**src/rtl/fetch_sequencer_if.sv**
```systemverilog
// fetch_sequencer_if: bundles the ROM address/data pair and the core-side fetch/redirect signals.
//   master (sequencer): drives rom_addr, instr, instr_pc, instr_valid;
//                       samples rom_instr, stall, branch_taken, branch_off, jump, jump_addr.
//   slave (core + ROM): the mirror image of master.
interface fetch_sequencer_if #(
  parameter int ADDR_W  = 8,
  parameter int INSTR_W = 9
);
  logic               stall;
  logic               branch_taken;
  logic [ADDR_W-1:0]  branch_off;
  logic               jump;
  logic [ADDR_W-1:0]  jump_addr;
  logic [ADDR_W-1:0]  rom_addr;
  logic [INSTR_W-1:0] rom_instr;
  logic [INSTR_W-1:0] instr;
  logic [ADDR_W-1:0]  instr_pc;
  logic               instr_valid;
  modport master (
    input  stall, branch_taken, branch_off, jump, jump_addr, rom_instr,
    output rom_addr, instr, instr_pc, instr_valid
  );
  modport slave (
    output stall, branch_taken, branch_off, jump, jump_addr, rom_instr,
    input  rom_addr, instr, instr_pc, instr_valid
  );
endinterface

```
**src/rtl/fetch_sequencer.sv**
```systemverilog
// fetch_sequencer: program counter sequencer feeding one instruction per cycle from a combinational ROM.
//   clk, reset_n (async, active-low), start      : clock, reset, program (re)start
//   bus (fetch_sequencer_if.master)              : ROM address/data, instruction register, redirects, stall
//   running, halted                              : run/halt status
//   retired_count (only with RETIRE_COUNT_EN)    : saturating count of retired instructions
//   Optional feature macro: RETIRE_COUNT_EN
module fetch_sequencer #(
  parameter int                 ADDR_W      = 8,
  parameter int                 INSTR_W     = 9,
  parameter logic [ADDR_W-1:0]  START_ADDR  = 8'h00,
  parameter logic [INSTR_W-1:0] HALT_OPCODE = 9'b0111_00_010
) (
  input  logic clk,
  input  logic reset_n,
  input  logic start,
  fetch_sequencer_if.master bus,
  output logic running,
  output logic halted
`ifdef RETIRE_COUNT_EN
  ,
  output logic [15:0] retired_count
`endif
);
  typedef enum logic [1:0] {IDLE, RUN, HALTED} state_t;
  state_t             state, state_d;
  logic [ADDR_W-1:0]  pc, pc_d, ipc_d;
  logic [INSTR_W-1:0] instr_d;
  logic               valid_d;
  assign bus.rom_addr = pc;
  assign running      = state == RUN;
  assign halted       = state == HALTED;
  always_ff @(posedge clk or negedge reset_n)
    if (!reset_n) state <= IDLE;
    else          state <= state_d;
  always_comb begin
    state_d = state;
    pc_d    = pc;
    instr_d = bus.instr;
    ipc_d   = bus.instr_pc;
    valid_d = bus.instr_valid;
    if (state != RUN) begin
      valid_d = 1'b0;
      if (start) begin
        state_d = RUN;
        pc_d    = START_ADDR;
      end
    end else if (!bus.stall) begin
      if (bus.instr_valid && bus.instr == HALT_OPCODE) begin
        // park the ROM address on the halt instruction itself
        state_d = HALTED;
        valid_d = 1'b0;
        pc_d    = bus.instr_pc;
      end else if (bus.instr_valid && (bus.jump || bus.branch_taken)) begin
        pc_d    = bus.jump ? bus.jump_addr : bus.instr_pc + bus.branch_off;
        valid_d = 1'b0;
      end else begin
        instr_d = bus.rom_instr;
        ipc_d   = pc;
        valid_d = 1'b1;
        pc_d    = pc + 1'b1;
      end
    end
  end
  always_ff @(posedge clk or negedge reset_n)
    if (!reset_n) begin
      pc              <= '0;
      bus.instr       <= '0;
      bus.instr_pc    <= '0;
      bus.instr_valid <= 1'b0;
    end else begin
      pc              <= pc_d;
      bus.instr       <= instr_d;
      bus.instr_pc    <= ipc_d;
      bus.instr_valid <= valid_d;
    end
`ifdef RETIRE_COUNT_EN
  always_ff @(posedge clk or negedge reset_n)
    if (!reset_n)
      retired_count <= '0;
    else if (state != RUN && start)
      retired_count <= '0;
    else if (state == RUN && bus.instr_valid && !bus.stall && retired_count != 16'hFFFF)
      retired_count <= retired_count + 16'd1;
`endif
endmodule

```
**src/flat_wrapper.sv**
```systemverilog
// flat-port wrapper written by rule: the top's interface ports become plain ports
module fetch_sequencer_flat 
#(
  parameter int                 ADDR_W      = 8,
  parameter int                 INSTR_W     = 9,
  parameter logic [ADDR_W-1:0]  START_ADDR  = 8'h00,
  parameter logic [INSTR_W-1:0] HALT_OPCODE = 9'b0111_00_010
)
  (clk, reset_n, start, running, halted, bus_stall, bus_branch_taken, bus_branch_off, bus_jump, bus_jump_addr, bus_rom_instr, bus_rom_addr, bus_instr, bus_instr_pc, bus_instr_valid);
  fetch_sequencer_if #(.ADDR_W(ADDR_W), .INSTR_W(INSTR_W)) bus_i ();
  input  logic clk;
  input  logic reset_n;
  input  logic start;
  output logic running;
  output logic halted;
  input wire logic [$bits(bus_i.stall)-1:0] bus_stall;
  input wire logic [$bits(bus_i.branch_taken)-1:0] bus_branch_taken;
  input wire logic [$bits(bus_i.branch_off)-1:0] bus_branch_off;
  input wire logic [$bits(bus_i.jump)-1:0] bus_jump;
  input wire logic [$bits(bus_i.jump_addr)-1:0] bus_jump_addr;
  input wire logic [$bits(bus_i.rom_instr)-1:0] bus_rom_instr;
  output wire logic [$bits(bus_i.rom_addr)-1:0] bus_rom_addr;
  output wire logic [$bits(bus_i.instr)-1:0] bus_instr;
  output wire logic [$bits(bus_i.instr_pc)-1:0] bus_instr_pc;
  output wire logic [$bits(bus_i.instr_valid)-1:0] bus_instr_valid;
  assign bus_i.stall = bus_stall;
  assign bus_i.branch_taken = bus_branch_taken;
  assign bus_i.branch_off = bus_branch_off;
  assign bus_i.jump = bus_jump;
  assign bus_i.jump_addr = bus_jump_addr;
  assign bus_i.rom_instr = bus_rom_instr;
  assign bus_rom_addr = bus_i.rom_addr;
  assign bus_instr = bus_i.instr;
  assign bus_instr_pc = bus_i.instr_pc;
  assign bus_instr_valid = bus_i.instr_valid;
  fetch_sequencer #(.ADDR_W(ADDR_W), .INSTR_W(INSTR_W), .START_ADDR(START_ADDR), .HALT_OPCODE(HALT_OPCODE)) u_core (.clk(clk), .reset_n(reset_n), .start(start), .bus(bus_i), .running(running), .halted(halted));
endmodule
```
**config.mk**
```make
export PLATFORM = sky130hd
export DESIGN_NAME = fetch_sequencer_flat
export DESIGN_NICKNAME = d
export VERILOG_FILES = /design/src/rtl/fetch_sequencer_if.sv /design/src/rtl/fetch_sequencer.sv /design/src/flat_wrapper.sv
export SDC_FILE = /design/constraint.sdc
export NUM_CORES = 1
export LEC_CHECK = 0
export CAP_MARGIN = 20
export CORE_UTILIZATION = 45
export DETAILED_ROUTE_END_ITERATION = 10
export PLACE_DENSITY = 0.89
export SLEW_MARGIN = 20
export SYNTH_ARGS = -nofsm -noshare
export SYNTH_HDL_FRONTEND = slang
export SYNTH_SLANG_ARGS = --single-unit
```
**constraint.sdc**
```tcl
create_clock -name clk -period 3.2 [get_ports clk]
set_input_delay 0.96 -clock clk [delete_from_list [all_inputs] [get_ports clk]]
set_output_delay 0.96 -clock clk [all_outputs]
set_load 0.005 [all_outputs]
```
# Word level (Yosys, flattened, before mapping)
# Index checks and enable logic that the tools add are counted.
totals:
  regBits: 28
  elab_cells: 38
op_classes:
  n_addsub: 2
  n_eq_ne: 6
  mux: 14
  bitwise: 4
  n_reduce_logical: 7
ops:
  columns: ["op", "count"]
  rows:
  - ["8-bit 2-to-1 mux", 6]
  - ["9-bit by 8-bit equality test with 1-bit output (second input constant)", 1]
  - ["8-bit by 1-bit adder with 8-bit output (second input constant)", 1]
  - ["8-bit adder", 1]
  - ["2-bit 2-to-1 mux", 4]
  - ["1-bit 2-to-1 mux", 4]
  - ["2-bit by 1-bit != test with 1-bit output (second input constant)", 2]
  - ["1-bit inverter", 4]
  - ["4-bit AND reduction", 1]
  - ["3-bit AND reduction", 1]
  - ["2-bit by 1-bit equality test with 1-bit output (second input constant)", 1]
  - ["2-bit equality test (second input constant)", 1]
  - ["1-bit logical AND", 2]
  - ["2-bit != test (second input constant)", 1]
  - ["2-bit AND reduction", 1]
  - ["2-bit nonzero test", 1]
  - ["1-bit logical OR", 1]

# Logic depth before layout (Yosys ltp)
depth:
  ltp_word: 6
  mapped_depth: 7
  depth_no_buf: 7

# Worst setup path before layout
# OpenSTA, ideal clock, no wires.
synth_timing:
  kind: "input to register"
  start: "in bus_branch_off[0]"
  end: "reg u_core.pc[6] (netlist: u_core.bus.rom_addr[6])"
  t_arrival_ps: 2545
  required_time_ps: 3070
  path_slack_ps: 525
  path_stages: 7
  path_buffers: 0
  cell_sequence: "ha_1 fa_1 a211o_1 a31o_2 a211o_1 a21oi_1 o21ai_0"
synth_between:
  elab_chain_len: 6
synth_lines:
  columns: ["item", "line_no", "text"]
  rows:
  - ["start, declared", "flat_wrapper.sv:18", "input wire logic [$bits(bus_i.branch_off)-1:0] bus_branch_off;"]
  - ["8-bit adder", "fetch_sequencer.sv:54", "pc_d = bus.jump ? bus.jump_addr : bus.instr_pc + bus.branch_off;"]
  - ["8-bit 2-to-1 mux", "fetch_sequencer.sv:54", null]
  - ["8-bit 2-to-1 mux", "fetch_sequencer.sv:53", "end else if (bus.instr_valid && (bus.jump || bus.branch_taken)) begin"]
  - ["8-bit 2-to-1 mux", "fetch_sequencer.sv:48", "if (bus.instr_valid && bus.instr == HALT_OPCODE) begin"]
  - ["8-bit 2-to-1 mux", "fetch_sequencer.sv:47", "end else if (!bus.stall) begin"]
  - ["8-bit 2-to-1 mux", "fetch_sequencer.sv:41", "if (state != RUN) begin"]
  - ["end signal, assigned", "fetch_sequencer.sv:71", "pc <= pc_d;"]
  - ["end, declared", "fetch_sequencer.sv:26", "logic [ADDR_W-1:0] pc, pc_d, ipc_d;"]
# No other way between the ends. The select of a mux whose other input is x is not followed.
# A chain may end at the register's enable or synchronous reset.

# Worst setup path after layout
# Same ends and word-level chain as after synthesis.

==> run summary <==
The number of hold buffers added after CTS was 0. In the layout the commonest cells are 58 x sky130_fd_sc_hd__clkdlybuf4s50_1, 28 x sky130_fd_sc_hd__dfrtp_1, 11 x sky130_fd_sc_hd__o21ai_0, 11 x sky130_fd_sc_hd__nand2_1. The highest routing layer actually used is met4.

In this run the static leakage power is 1.04 nW. The share of synthesized area in the top cell type comes to 0.398. The highest fanout seen on the critical path is 3. The final hold violation count came out at 0. The largest net degree at the start of global routing came out at 29. Based on the critical path, the design can be clocked at up to between 0.3 and 0.4 GHz. The total internal power came out at 0.00117 W. The share of total power dissipated in combinational logic is 0.485.

The area enclosed by the die boundary is roughly 4200 sq um. The critical-path cell with the highest stage delay is sky130_fd_sc_hd__clkdlybuf4s50_1. The number of max-slew violations in the final report came out at 0. The most used flip-flop cell after synthesis is sky130_fd_sc_hd__dfrtp_1.

TritonCTS built the clock tree. In this run the number of cells on the critical path is 8. The number of different library cells used by synthesis comes to 43. The setup path with the least slack is of type primary input to flop. The cell area reported after detailed placement is between 2000 and 2500 sq um. The detail route stage leaves a number of antenna-violating nets equal to 0. The count of TritonRoute iterations in the first routing pass came out at 4.

The summed area of non-filler cells in the final layout came out at roughly 2500 sq um. Clock-pin slew was measured on the worst setup and hold paths at ~0.080 ns. The number of instances on the worst hold path came out at 1. From left edge to right edge, the die measures 64.5 microns. The switching power of the nets came out at 0.000590 W. The simple-gate portion of the synthesized area is 0.122. The cell count after synthesis came out at 160. The leftover overflow at the end of global routing came out at 0.

The post-synth net total is 200. Setup repair after global routing left no endpoint under its margin. The number of cell instances on the worst register-to-register path came out at 7. The worst register-to-register path has a setup slack of between 0.8 and 0.9 ns. The number of buffers created by CTS came out at 3. The insertion delay of the later-clocked pin in the worst-skew pair came out at approximately 0.28 ns. The fraction of power consumed by the clock network is 0.157. The average detailed-routed wire length per instance is between 15 and 20 microns. The startpoint identified for the worst register-to-register timing path is u_core.bus.instr_pc[0]. Tracing the worst setup path back leads to its startpoint at bus_branch_off[0].

For this run, the total global-route usage over all layers was measured as 0.213. The count of clock tree sinks came out at 28. The worst-case IR drop observed on VDD is roughly 0.00043 V. The count of instances resized after the clock tree is built came out at 0. The worst slack on hold paths came out at ~0.53 ns. The part of the power in registers came out at 0.358. The average instance in the mapped netlist occupies around 11 sq um. The synthesized design contains 28 register bits. The synthesized-area fraction occupied by ao, oa, aoi and oai cells was 0.186. At the end of the flow, the number of nets in the layout was between 200 and 300. In the final layout, the share of cells above drive strength 1 is 0.157. Detailed routing placed a total of 249 microns of wire on met3. In this run the critical register-to-register path is captured at u_core.bus.rom_addr[6]. The adder and majority cell fraction of the synthesized area came out at 0.0683. The share of synthesized registers carrying an async set or reset is 1.00. The count of boundary I/O pins is ~60. The mux share of post-synthesis cell area is 0.143. The switching share of power is 0.336. The number of design-rule violations left by the first detailed-router iteration is between 70 and 80.

The relative slew slack came out at 0.560. The number of warning messages in the yosys log is 0. The die boundary height is about 65 microns. Setup total negative slack on the finished layout was measured at 0 ns. The post-synthesis xor/xnor area fraction came out at 0.0498. The worst setup path is launched from a primary input. Counting both buffers and inverters, the worst setup path holds a total of 1. The count of port buffers added during placement came out at between 50 and 60. The global-route wire length before repair is just under 7000 microns. The fraction of the cycle the final worst path needs came out at 0.924. The antenna diode instance count came out at 0. The total met2 wirelength after detailed routing came out at around 2000 microns. The final core utilization is 0.661.

The sum of routed wire segments on met1 is between 1500 and 2000 microns. Dividing the detail-routed via count by the number of cells gives about 5.6. The number of fill cells in the layout is about 320. The worst clock skew on the final layout came out at about 0.013 ns. The critical path goes through clkdlybuf4s50_1 > ha_1 > fa_1 > a211o_1 > a31o_2 > a211o_1 > a21oi_1 > o21ai_0.

In this design, the stage delay of the slowest critical-path cell is ~0.42 ns. Data on the critical path is required at its endpoint by ~3.3 ns. The minimum clock period after layout is ~3 ns. The run finished with clean final reports. Data arrives at the worst endpoint at between 3 and 4 ns. The post-placement worst setup slack is -0.0285 ns. In this design, the largest share of critical-path delay is due to compound AO/OA/AOI/OAI gates. Yosys attributes the largest share of cell area to sky130_fd_sc_hd__dfrtp_1 40%, sky130_fd_sc_hd__mux2_4 6.8%, sky130_fd_sc_hd__mux2_2 5.8%. The HPWL reported at the end of detailed placement is between 3000 and 4000 microns. The max-capacitance violation count came out at 0. Counting flops with a built-in enable in the synthesized netlist gives 0.

sky130_fd_sc_hd__dfrtp_1 takes more of the synthesized area than any other cell. The maximum root-to-sink buffer count is 2. The power per standard cell area is between 700 and 800 nW/um^2. The wire length after detailed routing is 4100 microns. In this run the number of H-tree levels came out at 1. The initial utilization of the core area, before any placement, comes to 0.473. After synthesis, the largest family of logic cells by area is compound AO/OA/AOI/OAI gates. The post-route worst setup slack came out at around 0.24 ns. STA classifies the critical path endpoint as a flop. The cell that appears most often on the critical path is sky130_fd_sc_hd__a211o_1. The share of the Yosys chip area taken by registers is 0.398. The last weighted congestion value of the routability-driven placer came out at between 0.8 and 0.9.

The tightest min-delay check is of the flop to flop type. In this run the worst setup path terminates at u_core.bus.rom_addr[6]. The number of core rows is 22. The via count of the first global-routing pass was about 1500. CTS placed an instance of sky130_fd_sc_hd__clkbuf_8 at the clock tree root. The final routed DRC violation total came out at 0. Leaving out fill and tap cells, the most frequent cell in the layout is sky130_fd_sc_hd__clkdlybuf4s50_1.

The number of antenna violations at the first check in global routing came out at 0. From synthesis to final layout, the design area changed by 39.7%. The summed instance area of the synthesized netlist is 1760 sq um.

The measured slew at the worst slew-check pin is between 0.6 and 0.7 ns. The total number of vias came out at about 1500. Setup violations remaining at the end of the flow were counted as 0. The number of buffers added for setup after CTS came out at 0. The core area came out at 3720 sq um.
## stage by stage
| step | cells | total power (W) |
|---|---|---|
| CTS | 271 | 0.00177 |
| global route | 271 | 0.00188 |
| finish | 271 | 0.00175 |
| global placement | 267 | 0.00146 |
| floorplan | 160 | 0.00109 |
| detailed placement | 267 | 0.00149 |
## worst min-delay path by stage
stage,start,endpoint,slack [ns]
2_1_floorplan,u_core.bus.instr[6],u_core.bus.instr[6],0.52
3_3_place_gp,u_core.bus.instr[0],u_core.bus.instr[0],0.52
3_5_place_dp,u_core.bus.instr[8],u_core.bus.instr[8],0.52
4_1_cts,u_core.bus.instr[6],u_core.bus.instr[6],0.54
5_1_grt,u_core.bus.instr[6],u_core.bus.instr[6],0.56
6_report,u_core.bus.instr[6],u_core.bus.instr[6],0.53
## power by group through the flow
stage | clock (W) | sequential, W | combinational (W)
2_1_floorplan | 0 | 0.000602 | 0.000485
3_3_place_gp | 0 | 0.000626 | 0.000832
3_5_place_dp | 0 | 0.000635 | 0.000851
4_1_cts | 0.000281 | 0.000629 | 0.000856
5_1_grt | 0.000294 | 0.000652 | 0.000932
6_report | 0.000276 | 0.000627 | 0.000852
## Yosys cell counts (4+ instances only)
library cell / n
sky130_fd_sc_hd__o21ai_0: 11
sky130_fd_sc_hd__nand2_1: 11
sky130_fd_sc_hd__a21oi_1: 7
sky130_fd_sc_hd__mux2_2: 9
sky130_fd_sc_hd__nand3_1: 5
sky130_fd_sc_hd__dfrtp_1: 28
sky130_fd_sc_hd__ha_1: 8
sky130_fd_sc_hd__mux2_4: 8
sky130_fd_sc_hd__xnor2_1: 6
sky130_fd_sc_hd__nor2_1: 9
sky130_fd_sc_hd__a211oi_1: 4
sky130_fd_sc_hd__xor2_1: 4
sky130_fd_sc_hd__inv_1: 4
## cell families after synthesis
family	after synthesis
AO/OA/AOI/OAI	46
XOR/XNOR	10
adder cells (fa/ha/maj)	9
buffers and inverters	7
flip-flops	28
multiplexers	20
AND/OR/NAND/NOR	40
## sequential cells by signal (all words and copies together) (netlist names)
register and cells:
u_core.bus.instr_pc 8, u_core.bus.instr 9, u_core.bus.rom_addr 8, u_core.bus.instr_valid 1, u_core.state 2
## metal layers
| layer | GRT usage | up-vias |
|---|---|---|
| li1 | - | 725 |
| met4 | 0.0556 | 0 |
| met2 | 0.355 | 64 |
| met5 | 0 | - |
| met1 | 0.282 | 731 |
| met3 | 0.0387 | 6 |
## final cells by class
type,count,area [sq um],area share
clock buffer,3,41.3,0.0168
clock inverter,1,30.0,0.0122
inverter,4,15.0,0.00611
multi-input combinational,125,1000,0.407
sequential,28,701,0.285
tap,48,60.1,0.0244
timing repair buffer,62,611,0.248
Power figures use the tool's default switching activity.
